[config.mk]
export PLATFORM = sky130hd
export DESIGN_NAME = i2s_tx_mix
export DESIGN_NICKNAME = d
export VERILOG_FILES = /design/src/rtl/i2s_tx_mix.sv
export SDC_FILE = /design/constraint.sdc
export NUM_CORES = 1
export LEC_CHECK = 0
export ABC_AREA = 1
export CAP_MARGIN = 10
export CORE_ASPECT_RATIO = 1.25
export CORE_MARGIN = 3
export CORE_UTILIZATION = 50
export CTS_CLUSTER_SIZE = 16
export DETAILED_ROUTE_END_ITERATION = 10
export PLACE_DENSITY = 0.68
export REMOVE_ABC_BUFFERS = 1
export SETUP_SLACK_MARGIN = 0.2
export SLEW_MARGIN = 15
export SYNTH_ARGS = -nofsm -noshare
export SYNTH_HDL_FRONTEND = slang
export SYNTH_SLANG_ARGS = --single-unit
[constraint.sdc]
create_clock -name clk -period 9.3 [get_ports clk]
set_input_delay 0.93 -clock clk [delete_from_list [all_inputs] [get_ports clk]]
set_output_delay 0.93 -clock clk [all_outputs]
set_load 0.01 [all_outputs]
[src/rtl/i2s_tx_mix.sv]
`timescale 1ns/1ps
// ----------------------------------------------------------------------------
// i2s_tx_mix
// Output stage behind the mixer. Once per frame it requests one 24-bit sample
// per output channel. It holds the sample that arrives as pending, then copies
// it into a shadow register at the frame boundary. The shadow pair is sent as
// a stereo I2S stream: 64fs BCK, 24-bit data left-justified one BCK after the
// LRCK edge inside a 32-bit slot.
//
// Ports
//   clk            system clock (49.152 MHz -> 1024 clk per 48 kHz frame)
//   rst_n          asynchronous reset, active-low
//   en_i           stream enable; low holds the frame counter at 0 and mutes
//   pop_o          one-cycle sample request per channel at frame start
//   ack_i          per-channel sample strobe from the mixer
//   data_i         sample for the channel(s) flagged in ack_i
//   bck_o          I2S bit clock
//   lrck_o         I2S word clock (0 = left, 1 = right)
//   sdata_o        I2S serial data, MSB first
//   underrun_o     one-cycle pulse: channel had no sample at frame load
//   overrun_o      one-cycle pulse: a pending sample was replaced
//   underrun_cnt_o saturating total of underrun events
// ----------------------------------------------------------------------------
module i2s_tx_mix #(
    parameter int NUM_CH_OUT       = 2,
    parameter int CLK_PER_BCK_LOG2 = 4,
    parameter int UNDERRUN_W       = 16
) (
    input  logic                    clk,
    input  logic                    rst_n,
    input  logic                    en_i,
    output logic [NUM_CH_OUT-1:0]   pop_o,
    input  logic [NUM_CH_OUT-1:0]   ack_i,
    input  logic [23:0]             data_i,
    output logic                    bck_o,
    output logic                    lrck_o,
    output logic                    sdata_o,
    output logic [NUM_CH_OUT-1:0]   underrun_o,
    output logic [NUM_CH_OUT-1:0]   overrun_o,
    output logic [UNDERRUN_W-1:0]   underrun_cnt_o
);

    // Frame = 2 channels x 32 bit slots x 2^CLK_PER_BCK_LOG2 clk per bit.
    localparam int CNT_W = CLK_PER_BCK_LOG2 + 6;

    logic [CNT_W-1:0]       cnt_reg;
    logic [23:0]            pending_reg [NUM_CH_OUT];
    logic [23:0]            shadow_reg  [NUM_CH_OUT];
    logic [NUM_CH_OUT-1:0]  pending_valid_reg;
    logic [NUM_CH_OUT-1:0]  underrun_reg;
    logic [NUM_CH_OUT-1:0]  overrun_reg;
    logic [UNDERRUN_W-1:0]  underrun_cnt_reg;
    logic                   bck_reg;
    logic                   lrck_reg;
    logic                   sdata_reg;

    logic                   frame_start;
    logic                   frame_load;
    logic [NUM_CH_OUT-1:0]  capture;
    logic [NUM_CH_OUT-1:0]  underrun_evt;
    logic [NUM_CH_OUT-1:0]  overrun_evt;

    assign frame_start = en_i && (cnt_reg == '0);
    assign frame_load  = en_i && (cnt_reg == '1);

    // Gated with rst_n so the request stays low while reset is held even
    // though the counter sits at 0 with the stream enabled.
    assign pop_o = {NUM_CH_OUT{frame_start && rst_n}};

    genvar gi;
    generate
        for (gi = 0; gi < NUM_CH_OUT; gi++) begin : g_ch
            assign capture[gi]      = en_i && ack_i[gi];
            assign overrun_evt[gi]  = capture[gi] && pending_valid_reg[gi];
            assign underrun_evt[gi] = frame_load && !pending_valid_reg[gi];
        end
    endgenerate

    // ------------------------------------------------------------------
    // Frame counter
    // ------------------------------------------------------------------
    always_ff @(posedge clk or negedge rst_n) begin
        if (!rst_n) begin
            cnt_reg <= '0;
        end else if (!en_i) begin
            cnt_reg <= '0;
        end else begin
            cnt_reg <= cnt_reg + 1'b1;
        end
    end

    // ------------------------------------------------------------------
    // Per-channel capture and frame load. A capture in the load cycle
    // lands in pending after shadow has taken the old pending value,
    // because both read the pre-edge register contents.
    // ------------------------------------------------------------------
    always_ff @(posedge clk or negedge rst_n) begin
        if (!rst_n) begin
            for (int ch = 0; ch < NUM_CH_OUT; ch++) begin
                pending_reg[ch] <= '0;
                shadow_reg[ch]  <= '0;
            end
            pending_valid_reg <= '0;
            underrun_reg      <= '0;
            overrun_reg       <= '0;
        end else begin
            for (int ch = 0; ch < NUM_CH_OUT; ch++) begin
                if (!en_i) begin
                    pending_valid_reg[ch] <= 1'b0;
                end else begin
                    if (frame_load) begin
                        shadow_reg[ch]        <= pending_valid_reg[ch] ? pending_reg[ch] : 24'd0;
                        pending_valid_reg[ch] <= 1'b0;
                    end
                    if (capture[ch]) begin
                        pending_reg[ch]       <= data_i;
                        pending_valid_reg[ch] <= 1'b1;
                    end
                end
            end
            underrun_reg <= underrun_evt;
            overrun_reg  <= overrun_evt;
        end
    end

    // ------------------------------------------------------------------
    // Saturating underrun total; both channels may add in the same cycle.
    // ------------------------------------------------------------------
    logic [1:0]            underrun_add;
    logic [UNDERRUN_W:0]   underrun_sum;

    assign underrun_add = {1'b0, underrun_evt[0]} + {1'b0, underrun_evt[1]};
    assign underrun_sum = {1'b0, underrun_cnt_reg} + {{(UNDERRUN_W-1){1'b0}}, underrun_add};

    always_ff @(posedge clk or negedge rst_n) begin
        if (!rst_n) begin
            underrun_cnt_reg <= '0;
        end else if (underrun_sum[UNDERRUN_W]) begin
            underrun_cnt_reg <= '1;
        end else begin
            underrun_cnt_reg <= underrun_sum[UNDERRUN_W-1:0];
        end
    end

    // ------------------------------------------------------------------
    // Serialiser. Bit b of the slot maps to shadow bit 24-b for b=1..24;
    // the rest of the slot is padding.
    // ------------------------------------------------------------------
    logic [4:0]  slot_bit;
    logic        ch_sel;
    logic [4:0]  data_idx;
    logic [23:0] cur_word;
    logic        sdata_next;

    assign slot_bit = cnt_reg[CNT_W-2:CLK_PER_BCK_LOG2];
    assign ch_sel   = cnt_reg[CNT_W-1];
    assign data_idx = 5'd24 - slot_bit;
    assign cur_word = shadow_reg[ch_sel];

    always_comb begin
        sdata_next = 1'b0;
        if ((slot_bit >= 5'd1) && (slot_bit <= 5'd24)) begin
            sdata_next = cur_word[data_idx];
        end
    end

    always_ff @(posedge clk or negedge rst_n) begin
        if (!rst_n) begin
            bck_reg   <= 1'b0;
            lrck_reg  <= 1'b0;
            sdata_reg <= 1'b0;
        end else if (!en_i) begin
            bck_reg   <= 1'b0;
            lrck_reg  <= 1'b0;
            sdata_reg <= 1'b0;
        end else begin
            bck_reg   <= cnt_reg[CLK_PER_BCK_LOG2-1];
            lrck_reg  <= cnt_reg[CNT_W-1];
            sdata_reg <= sdata_next;
        end
    end

    assign bck_o          = bck_reg;
    assign lrck_o         = lrck_reg;
    assign sdata_o        = sdata_reg;
    assign underrun_o     = underrun_reg;
    assign overrun_o      = overrun_reg;
    assign underrun_cnt_o = underrun_cnt_reg;

endmodule
==> run_results.csv, run 1 <==
group,metric,value,unit
outcome,status,"complete, no violations",
floorplanning,ios,54,
logic_synthesis,synth.distinct_cells,35,
setup_path,critPathSlowestCell,"clkdlybuf4s50_1",
placement,hpwl,8000,um
power_and_ir_drop,p_sw_frac,0.240,
timing,totalNegativeSetupSlack,0,ps
global_routing,grt-ovfl-total,0,
drt,vias,4647,
floorplanning,die_w,104,um
cts,htreeDepth,4,
timing,max_freq,262,MHz
drt,ant_nets,0,
power_and_ir_drop,combinationalPowerShare,0.065,
timing,grt_setup_unrepaired,"false",
cts,cts.hold.buffers_added,0,
timing,min_period,3820,ps
layout,stdcell_count,914,
setup_path,cp.buffers_inverters,2,
global_routing,first_global_vias,4719,
logic_synthesis,synth_edf_count,0,
logic_synthesis,synth_cells,697,
placement,gp_congestion,0.887,
power_and_ir_drop,intPower,0.997,mW
floorplanning,core_area,11700,um^2
timing,slew_viol_final,0,
global_routing,grt_max_degree,75,
timing,setup_viol,0,
worst_hold_path,hp-class,"reg2reg",
global_routing,grt_pass1_wl,21700,um
power_and_ir_drop,power.switching,0.314,mW
setup_path,crit_required,8370,ps
layout,drive_gt1_frac,0.131,
layout,syn_to_final_growth,19.1,%
cts,cts.sinks,131,
drt,wirelength,12500,um
drt,route.detailed.drc,0,
power_and_ir_drop,peakVddDrop,0.111,mV
timing,clock_skew,4.91,ps
setup_path,cp-start-kind,"input pin",
setup_path,endpoint_kind,"output pin",
drt,viasPerCell,5.08,
layout,final_common_cell,"nand2_1",
power_and_ir_drop,seqPwrFrac,0.476,
setup_path,path_delay_family,"buffers and inverters",
layout,mostFrequentLayoutCells,"171 x nand2_1, 131 x dfrtp_1, 75 x o21ai_0, 72 x inv_1, 52 x clkdlybuf4s50_1",
setup_path,cp.arrival,2890,ps
placement,port_buffers,53,
timing,worst_pin_slew,899,ps
logic_synthesis,synthesis.area,6050,um^2
layout,fill_cells,1003,
cts,clk_latency,410,ps
power_and_ir_drop,power_density,182,nW/um^2
power_and_ir_drop,finalPower,1.31,mW
cts,root_buffer,"clkbuf_16",
placement,dp_cells,883,
setup_path,crit_type,"in2out",
drt,wl_per_cell,13.7,um
logic_synthesis,ys.flop_type,"dfrtp_1",
cts,cts_setup_buffers,0,
setup_path,cp_common_cell,"clkdlybuf4s50_1",
global_routing,track_usage,0.200,
timing,slew_headroom,0.401,
cts,clkSlewWorstSetupHoldPaths,50,ps
cts,clockBufferDepth,2,
flow_run,max_cap_violations,0,
drt,drt-pass1-iter-count,5,
logic_synthesis,seq_area_frac_synth,0.542,
layout,diodes,0,
timing,min_period_over_period,0.411,
floorplanning,initial_core_util,0.516,
power_and_ir_drop,p_leak,3.37,nW
global_routing,antenna_found_initial,0,
timing,hold_viol,0,
floorplanning,die-area,13500,um^2
logic_synthesis,ys_ff_latch,131,
logic_synthesis,synth_warnings,0,
cts,cts_tree,"yes",
drt,drt-initial-drc-count,212,
logic_synthesis,syn_area_per_cell,8.68,um^2
cts,ctsResizeCount,0,
floorplanning,num_rows,44,
floorplanning,die_h,129,um
layout,final_net_count,777,
setup_path,worstPathMaxFanout,16,
setup_path,crit_chain,"clkdlybuf4s50_1 > nand4_1 > nor4_1 > clkdlybuf4s50_1",
power_and_ir_drop,power_frac_clock,0.459,
logic_synthesis,postSynth.asyncResetShare,1.00,
setup_path,max_stage_delay,790,ps
cts,cts_buffers,17,
power groups by stage:
stage,sequential (mW),clock (mW),combinational [mW]
3_3_place_gp,0.633,0,0.0845
2_1_floorplan,0.634,0,0.0396
4_1_cts,0.624,0.614,0.0883
6_report,0.624,0.602,0.0857
5_1_grt,0.628,0.641,0.0989
3_5_place_dp,0.634,0,0.0880
worst reg2reg max path, delay by kind of cell, from the launching register on:
kind	cells	cell delay, ps
DFF	1	430
adders and majority gates	3	780
buffers and inverters	4	340
and+or+nand+nor	14	1800
synth_stat cells (all sizes together) (2+ instances only):
cell | instances | share of area
ha | 6 | 0.012
o211ai | 4 | 0.0050
nand2 | 174 | 0.11
nor2 | 57 | 0.041
xor2 | 4 | 0.0058
o21ai | 99 | 0.082
nor3b | 2 | 0.0043
inv | 78 | 0.048
nor3 | 7 | 0.0066
nand4 | 3 | 0.0031
a31oi | 2 | 0.0021
nand3 | 34 | 0.031
clkbuf | 18 | 0.011
buf | 19 | 0.020
dfrtp | 131 | 0.54
xnor2 | 2 | 0.0029
a21oi | 51 | 0.066
metrics by stage:
stage                util  setup WS, ps  instance area [um^2]  hold WS [ps]
detailed placement  0.568          5050                  6660           473
floorplan               -          5700                  5870           448
global placement    0.568          5200                  6660           467
finish              0.615          5480                  7210           485
CTS                 0.615          5490                  7210           487
global route        0.615          5160                  7210           511
kinds of logic (layout without fill, tap and decap cells):
family | after synthesis | in the layout | share of synthesized area
and+or+nand+nor | 280 | 280 | 0.198
AOI/OAI and AO/OA | 157 | 157 | 0.156
DFF | 131 | 131 | 0.542
buffers and inverters | 116 | 172 | 0.0800
adders and majority gates | 7 | 7 | 0.0157
xor gates and xnor gates | 6 | 6 | 0.00868
layer usage:
layer,global-route usage,vias to the layer above,routed length [um]
li1,-,2317,-
met1,0.242,2218,5710
met2,0.344,96,6060
met3,0.0478,16,503
met4,0.0837,0,254
met5,0,-,0
path summary, 6_finish.rpt:
path	from	endpoint	slack (ps)	depth (start not counted)
setup / recovery	en_i	pop_o[1]	5480	4
hold / removal	pending_reg[16]	pending_reg[16]	490	2
setup reg to reg	cnt_reg[0]	underrun_cnt_o[15]	5870	21
hold reg to reg	pending_reg[16]	pending_reg[16]	490	2
max in group asynchronous	rst_n	pending_reg[41]	7380	2
min in group asynchronous	rst_n	pending_reg[11]	650	1
final cells by class:
cell class	instances	area (um^2)	area share
Inverter	79	297	0.0411
Sequential cell	131	3280	0.455
Clock buffer	20	467	0.0647
Multi-Input combinational cell	450	2290	0.318
Clock inverter	11	81.3	0.0113
Tap cell	161	201	0.0279
Timing Repair Buffer	62	596	0.0826
Note: power is estimated with default switching activity, not from simulation.
==> run 2, diff against run 1 <==
Clock period 9.3 ns to 3.9 ns, I/O delays scaled along.
==> run 2 against run 1 <==
  * Power increased to 2.7 times the previous value
  * Register-to-register slack got worse by 5400 ps
  * Via count increased by 0.15%
  * Routed wire length increased by 5.8%
  * Sequential power increased by 140%
  * Sequential share of layout area decreased by 0.99 points
  * Critical path depth increased by 16
  * Critical path type is now reg2reg
  * Largest power group is now clock
  * Highest routed layer unchanged
==> run_results.csv, run 2 (synthesis results as in run 1) <==
group,metric,value,unit
outcome,status,"complete, no violations",
floorplanning,die_h,129,um
global_routing,grt_pass1_wl,22800,um
floorplanning,ios,54,
setup_path,cp.arrival,3700,ps
layout,final_net_count,779,
layout,drive_gt1_frac,0.135,
cts,clockBufferDepth,2,
layout,mostFrequentLayoutCells,"171 x nand2_1, 131 x dfrtp_1, 75 x o21ai_0, 72 x inv_1, 52 x clkdlybuf4s50_1",
floorplanning,die_w,104,um
drt,vias,4654,
setup_path,worstPathMaxFanout,5,
layout,fill_cells,1022,
floorplanning,initial_core_util,0.516,
cts,root_buffer,"clkbuf_16",
drt,drt-initial-drc-count,195,
drt,viasPerCell,5.08,
drt,drt-pass1-iter-count,4,
placement,dp_cells,885,
timing,slew_headroom,0.429,
drt,wl_per_cell,14.5,um
drt,route.detailed.drc,0,
placement,port_buffers,53,
placement,hpwl,8350,um
cts,clk_latency,410,ps
power_and_ir_drop,power_density,478,nW/um^2
placement,gp_congestion,0.916,
drt,ant_nets,0,
timing,slew_viol_final,0,
setup_path,crit_required,4190,ps
timing,hold_viol,0,
timing,worst_pin_slew,856,ps
setup_path,endpoint_kind,"register",
floorplanning,num_rows,44,
global_routing,grt_max_degree,70,
timing,totalNegativeSetupSlack,0,ps
power_and_ir_drop,p_leak,3.46,nW
cts,cts_buffers,17,
global_routing,grt-ovfl-total,0,
cts,clkSlewWorstSetupHoldPaths,60,ps
worst_hold_path,hp-class,"in2async",
layout,stdcell_count,917,
timing,grt_setup_unrepaired,"false",
floorplanning,die-area,13500,um^2
timing,setup_viol,0,
cts,cts.hold.buffers_added,0,
cts,cts.sinks,131,
timing,max_freq,293,MHz
cts,ctsResizeCount,0,
timing,clock_skew,6.87,ps
flow_run,max_cap_violations,0,
drt,wirelength,13300,um
cts,cts_tree,"yes",
layout,syn_to_final_growth,21.8,%
global_routing,track_usage,0.212,
floorplanning,core_area,11700,um^2
power_and_ir_drop,peakVddDrop,0.256,mV
timing,min_period_over_period,0.874,
setup_path,cp-start-kind,"register",
setup_path,crit_type,"reg2reg",
layout,fin_util,0.629,
cts,cts_setup_buffers,0,
global_routing,first_global_vias,4700,
layout,diodes,0,
layout,final_common_cell,"nand2_1",
global_routing,antenna_found_initial,0,
cts,htreeDepth,4,
timing,min_period,3410,ps
==> run 2: critical path: stages, from the launching register on <==
cell and delay (ps):
dfrtp_1 390, ha_1 220, nand2_2 80, nor2_4 120, nand3_2 110, nor2_4 140
nand2_2 80, nor3_2 150, inv_2 100, nor2_4 110, inv_2 40, fa_1 380
inv_1 110, ha_1 190, nand2_1 90, nor2_2 140, nand3_2 120, nor3b_4 300
nand2_2 140, o21ai_0 180, nand3b_1 90
==> run 2: final cells by class <==
class,instances,area [um^2],area share
inverters,79,297,0.0402
clock inverters,12,226,0.0307
flip-flops and latches,131,3280,0.445
repair buffers,64,611,0.0828
well taps,161,201,0.0273
clock buffers,20,467,0.0633
multi-input cells,450,2290,0.311
==> run 2: metal layers <==
layer  track usage  routed length [um]
met1         0.273                5800
met5             0                   0
met2         0.359                6650
met4        0.0736                 189
met3        0.0433                 626
==> run 2: final timing paths <==
check	start	end	slack, ps	cells after the start
max in group asynchronous	rst_n	shadow_reg[4]	2370	3
worst max register to register	cnt_reg[0]	underrun_cnt_o[14]	490	20
worst max-delay path	cnt_reg[0]	underrun_cnt_o[14]	490	20
min in group clk	pending_reg[18]	pending_reg[18]	480	2
worst min register to register	pending_reg[18]	pending_reg[18]	480	2
worst min-delay path	rst_n	sdata_o	190	2
==> run 2: metrics by stage <==
step | hold WS, ps | setup slack (ps) | power (mW) | area [um^2]
4_1_cts | 221 | 491 | 3.56 | 7370
5_1_grt | 248 | 215 | 3.65 | 7370
3_3_place_gp | 467 | 699 | 1.71 | 6680
3_5_place_dp | 469 | 490 | 1.72 | 6680
6_report | 187 | 491 | 3.53 | 7370
2_1_floorplan | 94.4 | 303 | 1.61 | 5870
==> run 2: power breakdown <==
group	switching, mW	internal (mW)	leakage, nW
clock network	0.578	1.25	0.332
registers	0.0503	1.44	1.69
logic	0.126	0.0807	1.44
==> run 3, diff against run 2 <==
Settings changed: GPL_ROUTABILITY_DRIVEN set to 1.
Clock period 3.9 ns to 3.8 ns, I/O delays scaled along.
==> run 3 against run 2 <==
  * Maximum frequency up 2.1%
  * First-iteration DRC count up 16%
  * Non-clock buffer count up 2
  * Final cell count up 0.11%
  * Core utilization down 0.67 points
  * Critical path depth up 1
  * Routed wire length down 0.59%
  * Register-to-register slack worse by 30 ps
  * Die area unchanged
  * Critical endpoint is now underrun_cnt_o[15]
  * Setup slack worse by 29 ps
  * Combinational power up 3%
  * Sequential share of layout area up 0.48 points
==> run_results.csv, run 3 (synthesis results as in run 1) <==
group,metric,value,unit
setup_path,setup.worst_path.start,"cnt_reg[0]",
timing,clock_skew,8.20,ps
setup_path,r2r-start,"cnt_reg[0]",
flow_run,max_cap_violations,0,
global_routing,track_usage,0.212,
global_routing,grt_max_degree,72,
power_and_ir_drop,combinationalPowerShare,0.064,
floorplanning,die_h,129,um
drt,drt-pass1-iter-count,4,
setup_path,crit_required,4150,ps
setup_path,critPathSlowestCell,"dfrtp_1",
power_and_ir_drop,power.switching,0.770,mW
drt,vias,4658,
cts,cts_buffers,17,
timing,slew_viol_final,0,
setup_path,cp-start-kind,"register",
global_routing,antenna_found_initial,0,
cts,htreeDepth,4,
power_and_ir_drop,p_leak,3.42,nW
power_and_ir_drop,intPower,2.57,mW
global_routing,grt-ovfl-total,0,
timing,max_freq,300,MHz
power_and_ir_drop,seqPwrFrac,0.458,
setup_path,crit_type,"reg2reg",
outcome,status,"complete, no violations",
cts,cts_tree,"yes",
layout,stdcell_count,918,
setup_path,reg2reg_to,"underrun_cnt_o[15]",
setup_path,crit_chain,"ha_4 > nand2_2 > nor2_4 > nand3_2 > nor2_4 > nand2_2 > nor3_4 > inv_2 > nor2_4 > inv_2 > fa_1 > inv_2 > ha_2 > nand2_1 > nor2_2 > nand3_2 > nor3b_4 > nand2_2 > inv_2 > nand2_1 > nand3_1",
timing,totalNegativeSetupSlack,0,ps
timing,grt_setup_unrepaired,"false",
timing,setup_viol,0,
drt,ant_nets,0,
drt,viasPerCell,5.07,
cts,clockBufferDepth,2,
floorplanning,initial_core_util,0.516,
layout,syn_to_final_growth,20.5,%
global_routing,first_global_vias,4830,
global_routing,grt_pass1_wl,23000,um
setup_path,cp_common_cell,"inv_2",
floorplanning,ios,54,
timing,slew_headroom,0.408,
floorplanning,num_rows,44,
cts,clk_latency,410,ps
layout,diodes,0,
timing,min_period,3340,ps
timing,min_period_over_period,0.878,
power_and_ir_drop,p_sw_frac,0.231,
power_and_ir_drop,peakVddDrop,0.248,mV
layout,final_net_count,781,
setup_path,crit_path_end,"underrun_cnt_o[15]",
floorplanning,die-area,13500,um^2
placement,port_buffers,53,
drt,wl_per_cell,14.4,um
setup_path,reg2reg_depth,21,
timing,holdWs,158,ps
cts,cts.sinks,131,
setup_path,max_stage_delay,420,ps
layout,final_common_cell,"nand2_1",
placement,hpwl,8340,um
worst_hold_path,hp-class,"in2async",
drt,route.detailed.drc,0,
cts,root_buffer,"clkbuf_16",
floorplanning,core_area,11700,um^2
drt,drt-initial-drc-count,227,
layout,drive_gt1_frac,0.139,
cts,clkSlewWorstSetupHoldPaths,60,ps
drt,wirelength,13200,um
placement,dp_cells,885,
setup_path,endpoint_kind,"register",
placement,gp_congestion,0.908,
setup_path,cp.arrival,3690,ps
floorplanning,die_w,104,um
setup_path,worstPathMaxFanout,5,
power_and_ir_drop,power_density,458,nW/um^2
timing,hold_viol,0,
setup_path,rrSetupSlack,460,ps
power_and_ir_drop,power_frac_clock,0.478,
timing,worst_pin_slew,888,ps
layout,mostFrequentLayoutCells,"171 x nand2_1, 131 x dfrtp_1, 74 x o21ai_0, 71 x inv_1, 52 x clkdlybuf4s50_1",
==> run 3: cell count changes in the layout (fill, tap and decap cells not counted), moves of 2 or more <==
cell | previous run | this run
bufinv_16 | 6 | 2
clkinv_2 | 1 | 5
clkinv_4 | 3 | 0
buf_4 | 12 | 14
ha_1 | 6 | 4
==> run 3: metrics by stage <==
stage | power, mW | setup WS [ps] | util | area [um^2]
floorplan | 1.65 | 203 | - | 5870
global placement | 1.76 | 599 | 0.569 | 6680
CTS | 3.36 | 366 | 0.619 | 7260
detailed placement | 1.77 | 363 | 0.569 | 6680
finish | 3.34 | 462 | 0.622 | 7290
global route | 3.47 | 192 | 0.622 | 7290
==> run 3: layout make-up <==
| class | instances | area [um^2] |
|---|---|---|
| clock inverter | 10 | 108 |
| timing repair buffer | 66 | 626 |
| clock buffer | 21 | 470 |
| multi-input combinational | 450 | 2310 |
| sequential | 131 | 3280 |
| inverter | 79 | 297 |
| tap | 161 | 201 |
| fill | 1021 | 4430 |
==> run 3: worst max-delay path: cells and delay by family, from the launching register on <==
| family | cells | cell delay [ps] |
|---|---|---|
| and+or+nand+nor | 14 | 1810 |
| DFF | 1 | 420 |
| adders and majority gates | 3 | 740 |
| buffers and inverters | 4 | 300 |
==> run 3: layer usage <==
metal,up-vias,track usage,routed length [um]
met1,2235,0.268,5990
met4,0,0.0743,180
met5,-,0,0
li1,2320,-,-
met2,88,0.360,6530
met3,15,0.0518,480
==> run 3: how the worst min path moves through the flow <==
stage	endpoint	depth (start not counted)
floorplan	bck_o	0
global placement	pending_reg[32]	2
detailed placement	pending_reg[4]	2
CTS	cnt_reg[7]	2
global route	sdata_o	2
finish	sdata_o	2
==> run 3: power groups by stage <==
| stage | sequential (mW) | combinational, mW | clock, mW |
|---|---|---|---|
| finish | 1.53 | 0.214 | 1.59 |
| global route | 1.54 | 0.247 | 1.68 |
| CTS | 1.53 | 0.218 | 1.61 |
| detailed placement | 1.55 | 0.216 | 0 |
| global placement | 1.55 | 0.209 | 0 |
| floorplan | 1.55 | 0.0968 | 0 |
==> run 3: what timing repair did <==
action / in CTS / in global routing
buffers inserted: 0 / 2
hold buffers: 0 / 0
resized for setup: 0 / 6
endpoints found under the setup margin: 0 / 16
